<file path="config.mk">
export PLATFORM = sky130hd
export DESIGN_NAME = rc4_ctrl
export DESIGN_NICKNAME = d
export VERILOG_FILES = /design/src/rtl/rc4_pkg.sv /design/src/rtl/rc4_key_sel.sv /design/src/rtl/rc4_ctrl.sv
export SDC_FILE = /design/constraint.sdc
export NUM_CORES = 1
export LEC_CHECK = 0
export CAP_MARGIN = 20
export CORE_MARGIN = 2
export CORE_UTILIZATION = 55
export CTS_CLUSTER_DIAMETER = 60
export DETAILED_ROUTE_END_ITERATION = 16
export GPL_ROUTABILITY_DRIVEN = 0
export PLACE_DENSITY = 0.86
export SLEW_MARGIN = 20
export SYNTH_ARGS = -nofsm -noshare
export SYNTH_HDL_FRONTEND = slang
export SYNTH_HIERARCHICAL = 1
export SYNTH_SLANG_ARGS = --single-unit
</file>
<file path="constraint.sdc">
create_clock -name clk -period 7.55 [get_ports clk]
set_input_delay 1.51 -clock clk [delete_from_list [all_inputs] [get_ports clk]]
set_output_delay 1.51 -clock clk [all_outputs]
set_load 0.02 [all_outputs]
</file>
<file path="src/rtl/rc4_pkg.sv">
// Shared types for the RC4 sequencer: FSM state encoding and S-box size.
package rc4_pkg;

  localparam int SBOX_SIZE = 256;

  typedef enum logic [2:0] {
    IDLE,
    INIT,
    KSA_RD,
    KSA_SW,
    PRGA_RD,
    PRGA_SW,
    PRGA_T,
    OUT
  } state_t;

endpackage

</file>
<file path="src/rtl/rc4_key_sel.sv">
// Key latch plus wrapping byte counter k; presents key byte k to the KSA.
module rc4_key_sel
  import rc4_pkg::*;
#(
  parameter int KEY_BYTES = 16
) (
  input  logic                   clk,
  input  logic                   rst,
  input  logic                   load,
  input  logic                   step,
  input  logic [KEY_BYTES*8-1:0] key,
  output logic [7:0]             key_byte
);

  localparam int KW = (KEY_BYTES > 1) ? $clog2(KEY_BYTES) : 1;
  localparam logic [KW-1:0] K_LAST = KW'(KEY_BYTES - 1);

  logic [7:0]    key_q [KEY_BYTES];
  logic [KW-1:0] k;

  // k wraps by compare, so non-power-of-two key lengths need no modulo.
  always_ff @(posedge clk or posedge rst) begin
    if (rst) begin
      k <= '0;
      for (int n = 0; n < KEY_BYTES; n++) key_q[n] <= '0;
    end else if (load) begin
      k <= '0;
      for (int n = 0; n < KEY_BYTES; n++) key_q[n] <= key[8*n +: 8];
    end else if (step) begin
      k <= (k == K_LAST) ? '0 : k + 1'b1;
    end
  end

  assign key_byte = key_q[k];

endmodule

</file>
<file path="src/rtl/rc4_ctrl.sv">
// RC4 sequencer driving a 3-port S-box RAM: init -> KSA -> PRGA keystream.
// Optional keystream drop after KSA is enabled with RC4_DROP_EN.
module rc4_ctrl
  import rc4_pkg::*;
#(
  parameter int KEY_BYTES = 16,
  parameter int DROP_N    = 768
) (
  input  logic                   clk,
  input  logic                   rst,
  input  logic                   start,
  input  logic                   stop,
  input  logic [KEY_BYTES*8-1:0] key,
  output logic                   busy,
  output logic                   ksa_done,
  output logic                   ks_valid,
  output logic [7:0]             ks_data,
  input  logic                   ks_ready,
  output logic                   ram_rst_n,
  output logic                   ram_wen,
  output logic [7:0]             ram_raddr_1,
  output logic [7:0]             ram_waddr_2,
  output logic [7:0]             ram_addr_3,
  output logic [7:0]             ram_wdata_2,
  output logic [7:0]             ram_wdata_3,
  input  logic [7:0]             ram_rdata_1,
  input  logic [7:0]             ram_rdata_3,
  output state_t                 fsm_state
);

  localparam logic [7:0] I_LAST = 8'(SBOX_SIZE - 1);

  if (DROP_N < 0 || DROP_N > 1023) begin : g_drop_range
    $error("rc4_ctrl: DROP_N must fit the 10-bit drop counter");
  end

  state_t     state, state_n;
  logic [7:0] i, j, t, si;
  logic [7:0] key_byte;
  logic       start_go;
  logic       drop_active;
  logic       drop_last;
  logic       ksa_end_done;

  assign start_go  = (state == IDLE) && start && !stop;
  assign fsm_state = state;

  rc4_key_sel #(.KEY_BYTES(KEY_BYTES)) u_key_sel (
    .clk      (clk),
    .rst      (rst),
    .load     (start_go),
    .step     ((state == KSA_SW) && !stop),
    .key      (key),
    .key_byte (key_byte)
  );

`ifdef RC4_DROP_EN
  localparam logic [9:0] DROP_CNT = 10'(DROP_N);
  logic [9:0] drop_cnt;

  always_ff @(posedge clk or posedge rst) begin
    if (rst)                                            drop_cnt <= '0;
    else if (start_go)                                  drop_cnt <= '0;
    else if (!stop && state == PRGA_T && drop_active)   drop_cnt <= drop_cnt + 10'd1;
  end

  assign drop_active  = (drop_cnt != DROP_CNT);
  assign drop_last    = drop_active && (drop_cnt == DROP_CNT - 10'd1);
  assign ksa_end_done = (DROP_CNT == 10'd0);
`else
  assign drop_active  = 1'b0;
  assign drop_last    = 1'b0;
  assign ksa_end_done = 1'b1;
`endif

  always_ff @(posedge clk or posedge rst) begin
    if (rst) state <= IDLE;
    else     state <= state_n;
  end

  // Keystream handshake: ks_data is held stable while ks_valid && !ks_ready;
  // a byte transfers on a rising edge with ks_valid && ks_ready (and no stop).
  always_comb begin
    state_n     = state;
    busy        = (state != IDLE);
    ram_wen     = 1'b0;
    ram_raddr_1 = i;
    if (stop) begin
      state_n = IDLE;
    end else begin
      unique case (state)
        IDLE:    if (start) state_n = INIT;
        INIT:    state_n = KSA_RD;
        KSA_RD:  state_n = KSA_SW;
        KSA_SW:  state_n = (i == I_LAST) ? PRGA_RD : KSA_RD;
        PRGA_RD: state_n = PRGA_SW;
        PRGA_SW: state_n = PRGA_T;
        PRGA_T:  state_n = drop_active ? PRGA_RD : OUT;
        OUT:     if (ks_ready) state_n = PRGA_RD;
        default: state_n = IDLE;
      endcase
    end
    if (state == KSA_SW || state == PRGA_SW) ram_wen = 1'b1;
    if (state == PRGA_T) ram_raddr_1 = t;
  end

  // Swap: port 2 writes S[j] into S[i], port 3 writes saved S[i] into S[j].
  assign ram_addr_3  = j;
  assign ram_waddr_2 = i;
  assign ram_wdata_2 = ram_rdata_3;
  assign ram_wdata_3 = si;

  always_ff @(posedge clk or posedge rst) begin
    if (rst) begin
      i         <= '0;
      j         <= '0;
      t         <= '0;
      si        <= '0;
      ks_valid  <= 1'b0;
      ks_data   <= '0;
      ksa_done  <= 1'b0;
      ram_rst_n <= 1'b0;
    end else begin
      ram_rst_n <= !start_go;
      if (stop) begin
        ks_valid <= 1'b0;
        ksa_done <= 1'b0;
      end else begin
        unique case (state)
          IDLE: if (start) begin
            i        <= '0;
            j        <= '0;
            ksa_done <= 1'b0;
          end
          KSA_RD: begin
            j  <= j + ram_rdata_1 + key_byte;
            si <= ram_rdata_1;
          end
          KSA_SW: begin
            if (i == I_LAST) begin
              i <= 8'd1;
              j <= '0;
              if (ksa_end_done) ksa_done <= 1'b1;
            end else begin
              i <= i + 8'd1;
            end
          end
          PRGA_RD: begin
            si <= ram_rdata_1;
            j  <= j + ram_rdata_1;
          end
          PRGA_SW: t <= si + ram_rdata_3;
          PRGA_T: begin
            if (drop_active) begin
              i <= i + 8'd1;
              if (drop_last) ksa_done <= 1'b1;
            end else begin
              ks_data  <= ram_rdata_1;
              ks_valid <= 1'b1;
            end
          end
          OUT: if (ks_ready) begin
            ks_valid <= 1'b0;
            i        <= i + 8'd1;
          end
          default: ;
        endcase
      end
    end
  end

endmodule

</file>
* After elaboration in Yosys (flattened, before gate mapping)
Index checks and enable logic that the tools add are counted.
** Cells by class
- Add/subtract/negate cells :: 5
- Magnitude comparators :: 1
- Equality and inequality tests :: 15
- Muxes and demuxes :: 26
- Bitwise logic cells :: 2
- Reduce and logical (&&, ||, !) cells :: 22
** Operator list (count)
- 8-bit two-way mux :: 7
- 8-bit binary-select mux with 4-bit select :: 1
- 8-bit case mux with 4 select lines :: 1
- 8-bit adder :: 3
- 3-bit case mux with 8 select lines :: 1
- 8-bit case mux with 3 select lines :: 1
- 3-bit == test (second input constant) :: 4
- 3-bit two-way mux :: 4
- 4-bit two-way mux :: 3
- 3-bit nonzero test :: 4
- 2-bit AND reduction :: 5
- 3-bit != test (second input constant) :: 3
- 8-bit by 1-bit adder with 8-bit output (second input constant) :: 1
- 8-bit == test (second input constant) :: 1
- 4-bit AND reduction :: 2
- 3-bit by 2-bit == test with 1-bit output (second input constant) :: 2
- 1-bit two-way mux :: 6
- 2-bit != test (second input constant) :: 3
- 5-bit >= comparator (second input constant) :: 1
- 4-bit inverter with 5-bit output :: 1
- 4-bit by 1-bit adder with 4-bit output (second input constant) :: 1
- 4-bit == test (second input constant) :: 1
- 1-bit case mux with 2 select lines :: 2
- 4-bit nonzero test :: 1
- other kinds (9) :: 12
** Word-level totals
- Register bits :: 178
- Input port bits :: 149
- Output and inout bits :: 56
- Logic and storage cells :: 97

* Logic depth before layout (Yosys ltp)
Gate-level depths: netlist (run 1).
- Depth in word-level cells :: 6
- Gate-level depth with buffers :: 15
- Gate-level depth less buffers :: 15

* By module
The synthesis (run 1) kept the hierarchy.
** By module, submodules not included
- rc4_key_sel :: times used 1, cells each 379, area an instance 5959.5 sq um, seq. area each 3303.2 sq um
- rc4_ctrl :: times used 1, cells each 324, area an instance 3148.0 sq um, seq. area each 1151.1 sq um

* Worst setup path before layout (run 1)
No wires, ideal clock.
- Path kind :: input-to-reg
- Start point :: input port ram_rdata_1[0]
- End point :: register j[7] (netlist: ram_addr_3[7])
- Library setup time :: 126 ps
- Arrival :: 4126 ps
- Setup slack :: 3298 ps
- Stages on the path :: 14
- Path buffers :: 0
- Cell sequence :: ha_1 -> fa_1 -> a21o_1 -> a21oi_1 -> nor2b_1 -> o21a_1 -> nor2_1 -> xnor2_1 -> ha_1 -> or4_4 -> o21ai_2 -> xnor2_1 -> xnor2_1 -> a221o_1
** On the way
- Cells in the longest elaborated chain, start to end :: 3
** Ends and longest elaborated chain
- start: declaration :: RTL line rc4_ctrl.sv:26 : input logic [7:0] ram_rdata_1,
- 8-bit adder (*) :: RTL line rc4_ctrl.sv:136, rc4_ctrl.sv:150
- 8-bit adder :: RTL line rc4_ctrl.sv:136 : j <= j + ram_rdata_1 + key_byte;
- 8-bit case mux with 4 select lines (*) :: RTL line rc4_ctrl.sv:129 : unique case (state)
- end signal: assignment :: RTL line rc4_ctrl.sv:136
- end signal: assignment :: RTL line rc4_ctrl.sv:150 : j <= j + ram_rdata_1;
- end: declaration :: RTL line rc4_ctrl.sv:38 : logic [7:0] i, j, t, si;
Every way passes the cells marked *; elsewhere a longest branch is shown, timed or not.
A chain may end at the register's enable or synchronous reset.

* Worst setup path after layout (run 1)
Same ends and word-level chain as after synthesis.

==> qor.yml, run 1 <==
hold_path:
  hp-class: "reg2reg"
synth:
  synth_top_area_share_pct: 48.91
  yosys_warnings: 6
  yosysUniqueCellTypes: 62
  yosys_most_used_dff: "dfrtp_1"
  syn-num-nets: 878
  synth_edf_count: 0
  synthArstFlopShare_pct: 100.0
  ys_ff_latch: 178
  yosysTopAreaCell: "dfrtp_1"
  netlist_area_um2: 9107
  ys_seq_area_share_pct: 48.91
  netlist_top_cells_area: "dfrtp_1 (49%), mux2_2 (19%), mux4_2 (5.9%)"
  synth_cells: 703
  postSynthAreaPerCell_um2: 12.96
cts:
  tritoncts: "yes"
  clock_latency_ns: 0.43
  clk_pin_slew_ns: 0.07
  cts.repair.resized: 0
  cts_root_buf: "clkbuf_16"
  cts_num_sinks: 178
  h-tree-depth: 4
  clk_path_buf_depth: 2
  hold_buffers: 0
  postCtsSetupBuffers: 0
  numCtsBuffers: 17
worst_setup_path:
  cp_slowest_stage_delay_ns: 0.45
  crit_chain: "clkdlybuf4s50_1 -> ha_1 -> fa_1 -> a21o_1 -> a21oi_1 -> nor2b_1 -> o21a_1 -> nor2_1 -> xnor2_1 -> ha_1 -> or4_4 -> o21ai_2 -> xnor2_1 -> xnor2_1 -> a221o_1"
  cp_data_arrival_time_ns: 4.85
  critical_path_class: "in2reg"
  crit_required_ns: 7.86
  slowest_stage: "clkdlybuf4s50_1"
  critPathCaptureType: "register"
  cpMostUsedCell: "xnor2_1"
  startpoint_type: "primary input"
  cp_max_fo: 3
status:
  status: "completed"
job:
  maxCapViolCount: 0
floorplan:
  initial_utilization_pct: 55.51
  die_area_um2: 17600
  die_x_um: 132.7
  row_count: 47
  coreArea_um2: 16410
  io_pins: 205
  die_h_um: 132.7
drt:
  vias: 6374
  drt_first_pass_iters: 7
  wl_mm: 21.60
  wl_met1_mm: 8.820
  ant_nets: 0
  drtIter0Drc: 299
  avgRoutedWirePerCell_um: 19.32
  top_layer: "met4"
  route.met2.wl_mm: 11.07
  routed_via_density: 5.701
  drcViolationCount: 0
  met3_length_mm: 1.068
final_layout:
  layout_commonest_cell: "clkdlybuf4s50_1"
  area_delta_synth_final_pct: 29.39
  drive_gt1_share_pct: 25.84
  nets: 1060
  layout_common_cells: "clkdlybuf4s50_1 (204), dfrtp_1 (176), mux2_2 (153)"
  antennaDiodeCount: 0
  fin_util_pct: 71.82
  fillers: 1133
pwr:
  combPwrFrac_pct: 32.2
  p_clk_share_pct: 27.4
  power_w: 0.003205
  cellPowerDensity_nw_per_um2: 272.0
  swShare_pct: 30.73
  peakVddDrop_uv: 176.9
  leakagePower_nw: 4.738
  p_int_w: 0.002220
  p_seq_share_pct: 40.4
  p_sw_w: 0.0009849
place:
  dpl.hpwl_mm: 15.75
  place_ws_ns: 2.626
  io_buffers: 204
timing:
  period_share_pct: 60.02
  setup_viol: 0
  rsz0062_at_grt: "false"
  tns_ns: 0
  fmax_mhz: 220.7
  slew_viol_final: 0
  hold_violations: 0
  tightest_slew_ns: 1.027
  setup_ws_ns: 3.018
  min_period_ns: 4.532
  slew-limit-headroom_pct: 31.54
  fin_worst_skew_ns: 0.009711
grt:
  grt_max_degree: 89
  antenna_found_initial: 0
  track_usage_pct: 25.95
  grt-ovfl-total: 0
  grt_first_pass_wirelength_mm: 35.40
  grt_pass1_vias: 6679
-- logic make-up after synthesis --
group                      synth area share, %
muxes                                    27.93
DFF                                      48.91
AOI/OAI and AO/OA                        8.586
and+or+nand+nor                          5.537
buffers and inverters                    3.586
adders and majority gates                3.819
xor gates and xnor gates                 1.635
-- worst paths after layout --
kind | cells past startpoint | start | slack (ns) | to
max in group asynchronous | 3 | rst | 4.74 | u_key_sel/key_q[40]
worst min-delay path | 2 | t[3] | 0.49 | t[3]
worst max register to register | 12 | u_key_sel/k[1] | 3.69 | ram_addr_3[6]
worst max-delay path | 15 | ram_rdata_1[0] | 3.02 | ram_addr_3[7]
worst min register to register | 2 | t[3] | 0.49 | t[3]
min in group asynchronous | 2 | rst | 1.69 | u_key_sel/key_q[2]
-- synthesized netlist by cell type, drive strengths merged (2+ instances only) --
cell,instances
a211oi,5
a21boi,2
a21o,6
a21oi,22
a22oi,12
a32oi,10
and2,6
buf,38
clkbuf,8
dfrtp,178
fa,3
ha,23
inv,13
mux2,153
mux2i,28
mux4,24
nand2,34
nand2b,6
nand3,5
nand4b,2
nor2,27
nor2b,3
nor3,5
nor3b,2
o211ai,2
o21ai,40
o22ai,3
o31ai,4
o41ai,3
or2,3
or3,2
xnor2,12
xor2,5
-- power groups by stage --
stage / Clock [W] / Combinational (W) / Sequential (W)
2_1_floorplan: 0 / 0.000702 / 0.00130
3_3_place_gp: 0 / 0.000998 / 0.00130
3_5_place_dp: 0 / 0.00103 / 0.00131
4_1_cts: 0.000895 / 0.00104 / 0.00129
5_1_grt: 0.000932 / 0.00113 / 0.00132
6_report: 0.000877 / 0.00103 / 0.00129
-- per-layer routing --
metal	global-route usage, %	vias up
met5	0	-
met3	5.287	36
met2	45.02	192
li1	-	2953
met4	9.916	0
met1	32.11	3193
-- flip-flops by register name (all words and copies together) (netlist names) --
| register | count |
|---|---|
| u_key_sel/k | 4 |
| ks_data | 8 |
| ks_valid | 1 |
| t | 8 |
| ram_wdata_3 | 8 |
| fsm_state | 3 |
| ram_waddr_2 | 8 |
| ram_addr_3 | 8 |
| u_key_sel/key_q | 128 |
| ksa_done | 1 |
| ram_rst_n | 1 |
-- final cells by class --
class	instances	area, um2	share of cell area, %
Timing Repair Buffer	209	2079	17.65
Multi-Input combinational cell	466	4327	36.72
Inverter	13	56.30	0.4778
Clock buffer	20	466.7	3.961
Sequential cell	178	4457	37.82
Clock inverter	12	122.6	1.041
Tap cell	220	275.3	2.336
-- critical path: cells and delay by family --
kind | cells | cell delay [ns]
compound gates | 5 | 1.05
xor+xnor | 3 | 0.31
buf+inv | 1 | 0.45
simple gates | 3 | 0.63
fa+ha+maj | 3 | 0.89
-- stage by stage --
stage,cells,hold slack [ns],area (um2)
floorplan,703,0.4446,9107
global placement,1086,0.4594,11190
detailed placement,1086,0.4717,11190
CTS,1118,0.4869,11780
global route,1118,0.5042,11780
finish,1118,0.4852,11780
(Power assumes the default switching activity.)
==> run 2: changes to the inputs <==
--- a/config.mk
+++ b/config.mk
@@ -7,11 +7,11 @@
 export LEC_CHECK = 0
 export CAP_MARGIN = 20
 export CORE_MARGIN = 2
-export CORE_UTILIZATION = 55
+export CORE_UTILIZATION = 51
 export CTS_CLUSTER_DIAMETER = 60
 export DETAILED_ROUTE_END_ITERATION = 16
 export GPL_ROUTABILITY_DRIVEN = 0
-export PLACE_DENSITY = 0.86
+export PLACE_DENSITY = 0.81
 export SLEW_MARGIN = 20
 export SYNTH_ARGS = -nofsm -noshare
 export SYNTH_HDL_FRONTEND = slang
==> constraint.sdc (replaced) <==
create_clock -name clk -period 4.2 [get_ports clk]
set_input_delay 0.84 -clock clk [delete_from_list [all_inputs] [get_ports clk]]
set_output_delay 0.84 -clock clk [all_outputs]
set_load 0.02 [all_outputs]
==> qor.yml, run 2 (synthesis gave the netlist of run 1 again) <==
cts:
  tritoncts: "yes"
  h-tree-depth: 4
  clk_path_buf_depth: 2
  cts_num_sinks: 178
  clk_pin_slew_ns: 0.06
  hold_buffers: 0
  postCtsSetupBuffers: 0
  numCtsBuffers: 17
  clock_latency_ns: 0.43
  cts.repair.resized: 0
  cts_root_buf: "clkbuf_16"
final_layout:
  largest_reg_flops: 128
  area_delta_synth_final_pct: 31.12
  drive_gt1_share_pct: 26.59
  layout_common_cells: "clkdlybuf4s50_1 (204), dfrtp_1 (176), mux2_2 (153)"
  final_cells: 1136
  multi_input_area_um2: 4327
  nets: 1072
  final_cell_area_um2: 11940
  layout_commonest_cell: "clkdlybuf4s50_1"
  regMostFlops: "u_key_sel/key_q"
  regArea_um2: 4457
  fillers: 1290
grt:
  grt-ovfl-total: 0
  grt_max_degree: 62
  grt_first_pass_wirelength_mm: 35.46
  track_usage_pct: 24.78
  antenna_found_initial: 1
  grt_pass1_vias: 6753
worst_setup_path:
  path_buf_inv: 1
  cp_slowest_stage_delay_ns: 0.46
  crit_required_ns: 4.51
  reg2regPathDepth: 12
  startpoint_type: "primary input"
  slowest_stage: "clkdlybuf4s50_1"
  ff2ff_setup_slack_ns: 0.66
  r2r-start: "u_key_sel/k[0]"
  path_delay_family: "compound AO/OA/AOI/OAI gates"
  crit_start: "ram_rdata_1[0]"
  cp_data_arrival_time_ns: 4.17
  critPathCaptureType: "register"
  rr_endpoint: "ram_addr_3[6]"
  critical_path_class: "in2reg"
  cp_max_fo: 5
  crit_chain: "clkdlybuf4s50_1 -> ha_1 -> fa_1 -> a21o_1 -> a21oi_1 -> nor2b_1 -> o21a_1 -> nor2_1 -> xnor2_1 -> ha_1 -> nand2_1 -> o21ai_0 -> o21ai_2 -> xnor2_1 -> xnor2_1 -> a221o_1"
  cpMostUsedCell: "xnor2_1"
hold_path:
  hp-class: "reg2reg"
  hold_start: "t[4]"
  hold-path-cell-count: 2
  whs_endpoint: "t[4]"
timing:
  setup_ws_ns: 0.3413
  min_period_ns: 3.859
  rsz0062_at_grt: "false"
  period_share_pct: 91.87
  fin_worst_skew_ns: 0.007150
  tightest_slew_ns: 0.9198
  slew-limit-headroom_pct: 38.55
  slew_viol_final: 0
  hold_violations: 0
  fmax_mhz: 259.2
  setup_viol: 0
drt:
  met3_length_mm: 1.410
  ant_nets: 0
  routed_via_density: 5.687
  drtIter0Drc: 315
  drt_first_pass_iters: 5
  top_layer: "met4"
  route.met2.wl_mm: 10.71
  avgRoutedWirePerCell_um: 19.26
  wl_mm: 21.88
  drcViolationCount: 0
  wl_met1_mm: 9.068
  vias: 6460
pwr:
  power_w: 0.005798
  combPwrFrac_pct: 32.4
  cellPowerDensity_nw_per_um2: 485.5
  p_int_w: 0.004046
  p_clk_share_pct: 27.5
  swShare_pct: 30.22
  p_sw_w: 0.001752
  leakagePower_nw: 4.796
  peakVddDrop_uv: 311.6
  p_seq_share_pct: 40.1
place:
  place_ws_ns: -0.01922
  io_buffers: 204
  placed_cell_area_um2: 11350
  placed_cells: 1103
  dpl.hpwl_mm: 16.41
floorplan:
  row_count: 48
  die_area_um2: 18940
  coreArea_um2: 17360
  io_pins: 205
  initial_utilization_pct: 52.47
  die_h_um: 137.6
  die_x_um: 137.6
job:
  maxCapViolCount: 0
status:
  status: "completed"
[run 2: cell types whose count changed in the layout (fill, tap and decap cells not counted)]
cell,delta
buf_4,+7
clkinvlp_4,+4
clkbuf_1,+2
buf_12,+5
clkbuf_8,-1
bufinv_16,+1
inv_8,-2
inv_6,-1
clkinv_4,-3
diode_2,+1
[run 2: final cells by class]
cell class                 instances  share of cell area [%]
sequential                       178                   37.32
clock inverter                    11                   1.058
inverter                          13                  0.4610
tap                              225                   2.357
clock buffer                      21                   3.856
timing repair buffer             221                   18.69
multi-input combinational        466                   36.23
antenna                            1                 0.02096
[run 2: worst reg2reg max path: cells and delay by family, from the launching register on]
kind                     cells  cell delay [ns]
AO/OA/AOI/OAI                7             1.25
adder cells (fa/ha/maj)      2             0.72
flip-flops                   1             0.62
multiplexers                 1             0.52
buffers and inverters        1             0.23
AND/OR/NAND/NOR              1             0.09
[run 2: power by group through the flow]
stage	combinational [W]	clock [W]	sequential, W
3_5_place_dp	0.00187	0	0.00236
5_1_grt	0.00205	0.00169	0.00238
4_1_cts	0.00189	0.00163	0.00233
2_1_floorplan	0.00126	0	0.00234
3_3_place_gp	0.00182	0	0.00234
6_report	0.00188	0.00159	0.00233
[run 2: how the worst max path moves through the flow]
stage	end	slack, ns	depth (start not counted)
after detailed placement	ram_addr_3[7]	-0.02	16
final	ram_addr_3[7]	0.34	16
after CTS	ram_addr_3[7]	0.38	16
after floorplan	ram_addr_3[7]	0.62	14
after global routing	ram_addr_3[7]	0.16	16
after global placement	ram_addr_3[7]	0.05	15
[run 2: per-stage QoR]
step	setup TNS, ns	utilization, %	hold WS (ns)
after floorplan	0	-	0.4446
after global placement	0	65.41	0.4614
after detailed placement	-0.01922	65.41	0.4667
after CTS	0	68.79	0.4814
after global routing	0	68.80	0.5146
final	0	68.80	0.4760
[run 2: per-layer routing]
metal | vias up | global-route usage, %
li1 | 2974 | -
met1 | 3234 | 31.30
met2 | 209 | 40.88
met3 | 43 | 6.144
met4 | 0 | 10.25
met5 | - | 0
==> run 3: changes to the inputs <==
--- a/config.mk
+++ b/config.mk
@@ -12,6 +12,7 @@
 export DETAILED_ROUTE_END_ITERATION = 16
 export GPL_ROUTABILITY_DRIVEN = 0
 export PLACE_DENSITY = 0.81
+export REMOVE_ABC_BUFFERS = 1
 export SLEW_MARGIN = 20
 export SYNTH_ARGS = -nofsm -noshare
 export SYNTH_HDL_FRONTEND = slang
==> qor.yml, run 3 (synthesis gave the netlist of run 1 again) <==
worst_setup_path:
  crit_required_ns: 4.50
  ff2ff_setup_slack_ns: 0.78
  cp_max_fo: 5
  reg2regPathDepth: 12
  r2r-start: "u_key_sel/k[0]"
  rr_endpoint: "ram_addr_3[6]"
  cp_data_arrival_time_ns: 4.16
  startpoint_type: "primary input"
  critical_path_class: "in2reg"
  critPathCaptureType: "register"
  crit_start: "ram_rdata_1[0]"
final_layout:
  nets: 1077
  multi_input_area_um2: 4327
  area_delta_synth_final_pct: 31.51
  regMostFlops: "u_key_sel/key_q"
  drive_gt1_share_pct: 27.21
  layout_common_cells: "clkdlybuf4s50_1 (204), dfrtp_1 (176), mux2_2 (153)"
  layout_commonest_cell: "clkdlybuf4s50_1"
  fillers: 1258
  final_cells: 1140
  antennaDiodeCount: 0
  final_cell_area_um2: 11980
  regArea_um2: 4457
  largest_reg_flops: 128
hold_path:
  hold_start: "t[1]"
  whs_endpoint: "t[1]"
  hold-path-cell-count: 2
  hp-class: "reg2reg"
pwr:
  cellPowerDensity_nw_per_um2: 485.6
  power_w: 0.005816
  p_sw_w: 0.001765
  swShare_pct: 30.34
  p_int_w: 0.004051
  peakVddDrop_uv: 304.9
  combPwrFrac_pct: 32.2
  leakagePower_nw: 4.827
  p_seq_share_pct: 40.1
  p_clk_share_pct: 27.7
cts:
  numCtsBuffers: 17
  hold_buffers: 0
  clk_pin_slew_ns: 0.07
  clk_path_buf_depth: 2
  postCtsSetupBuffers: 0
  clock_latency_ns: 0.42
  cts_root_buf: "clkbuf_16"
  h-tree-depth: 4
  cts.repair.resized: 0
  tritoncts: "yes"
  cts_num_sinks: 178
timing:
  slew-limit-headroom_pct: 49.96
  tightest_slew_ns: 0.7506
  rsz0062_at_grt: "false"
  setup_viol: 0
  hold_violations: 0
  fin_worst_skew_ns: 0.01276
  slew_viol_final: 0
  setup_ws_ns: 0.3442
  fmax_mhz: 259.4
  period_share_pct: 91.80
  min_period_ns: 3.856
floorplan:
  coreArea_um2: 17360
  io_pins: 205
  die_area_um2: 18940
  row_count: 48
  die_x_um: 137.6
  die_h_um: 137.6
  initial_utilization_pct: 52.47
status:
  status: "completed"
grt:
  antenna_found_initial: 0
  grt-ovfl-total: 0
  grt_max_degree: 58
  track_usage_pct: 23.77
  grt_first_pass_wirelength_mm: 34.42
  grt_pass1_vias: 6646
drt:
  drtIter0Drc: 303
  vias: 6395
  avgRoutedWirePerCell_um: 18.74
  drcViolationCount: 0
  wl_mm: 21.36
  routed_via_density: 5.610
  drt_first_pass_iters: 5
  ant_nets: 0
place:
  place_ws_ns: -0.02760
  io_buffers: 204
  placed_cells: 1108
  dpl.hpwl_mm: 15.83
  placed_cell_area_um2: 11380
job:
  maxCapViolCount: 0
run 3: worst max-delay path, cell delays in order:
cell and delay (ns):
clkdlybuf4s50_1 0.49, ha_1 0.26, fa_1 0.39, a21o_1 0.19, a21oi_1 0.18, nor2b_1 0.08
o21a_1 0.17, nor2_1 0.11, xnor2_1 0.09, ha_1 0.37, nand2_1 0.08, o21ai_0 0.22
o21ai_2 0.10, xnor2_1 0.15, xnor2_1 0.15, a221o_1 0.30
run 3: worst max-delay path by stage:
stage / end / cells after the start
after detailed placement: ram_addr_3[7] / 15
after global placement: ram_addr_3[7] / 15
after CTS: ram_addr_3[7] / 15
after floorplan: u_key_sel/k[0] / 1
after global routing: ram_addr_3[7] / 16
final: ram_addr_3[7] / 16
run 3: final cells by class:
type | count | share of cell area (%)
multi-input cells | 466 | 36.12
clock buffers | 19 | 3.781
well taps | 225 | 2.350
clock inverters | 13 | 1.243
repair buffers | 226 | 18.84
flip-flops and latches | 178 | 37.21
inverters | 13 | 0.4492
run 3: through the flow:
step                hold slack [ns]  setup TNS (ns)  util [%]
floorplan                    0.4446          -21.92         -
global placement             0.4616               0     65.54
detailed placement           0.4716        -0.02760     65.54
CTS                          0.4874               0     69.01
global route                 0.5194               0     69.01
finish                       0.4847               0     69.01
run 3: routing by layer:
metal  track usage, %  vias up  wire, um
li1                 -     2972         -
met1            30.83     3179      8948
met2            39.39      224     10490
met3            6.733       20      1615
met4            6.243        0       303
met5                0        -         0
run 3: power groups by stage:
stage / combinational [W] / sequential (W) / clock, W
after floorplan: 0.00122 / 0.00236 / 0
after global placement: 0.00179 / 0.00233 / 0
after detailed placement: 0.00186 / 0.00236 / 0
after CTS: 0.00187 / 0.00233 / 0.00165
after global routing: 0.00205 / 0.00238 / 0.00172
final: 0.00187 / 0.00233 / 0.00161
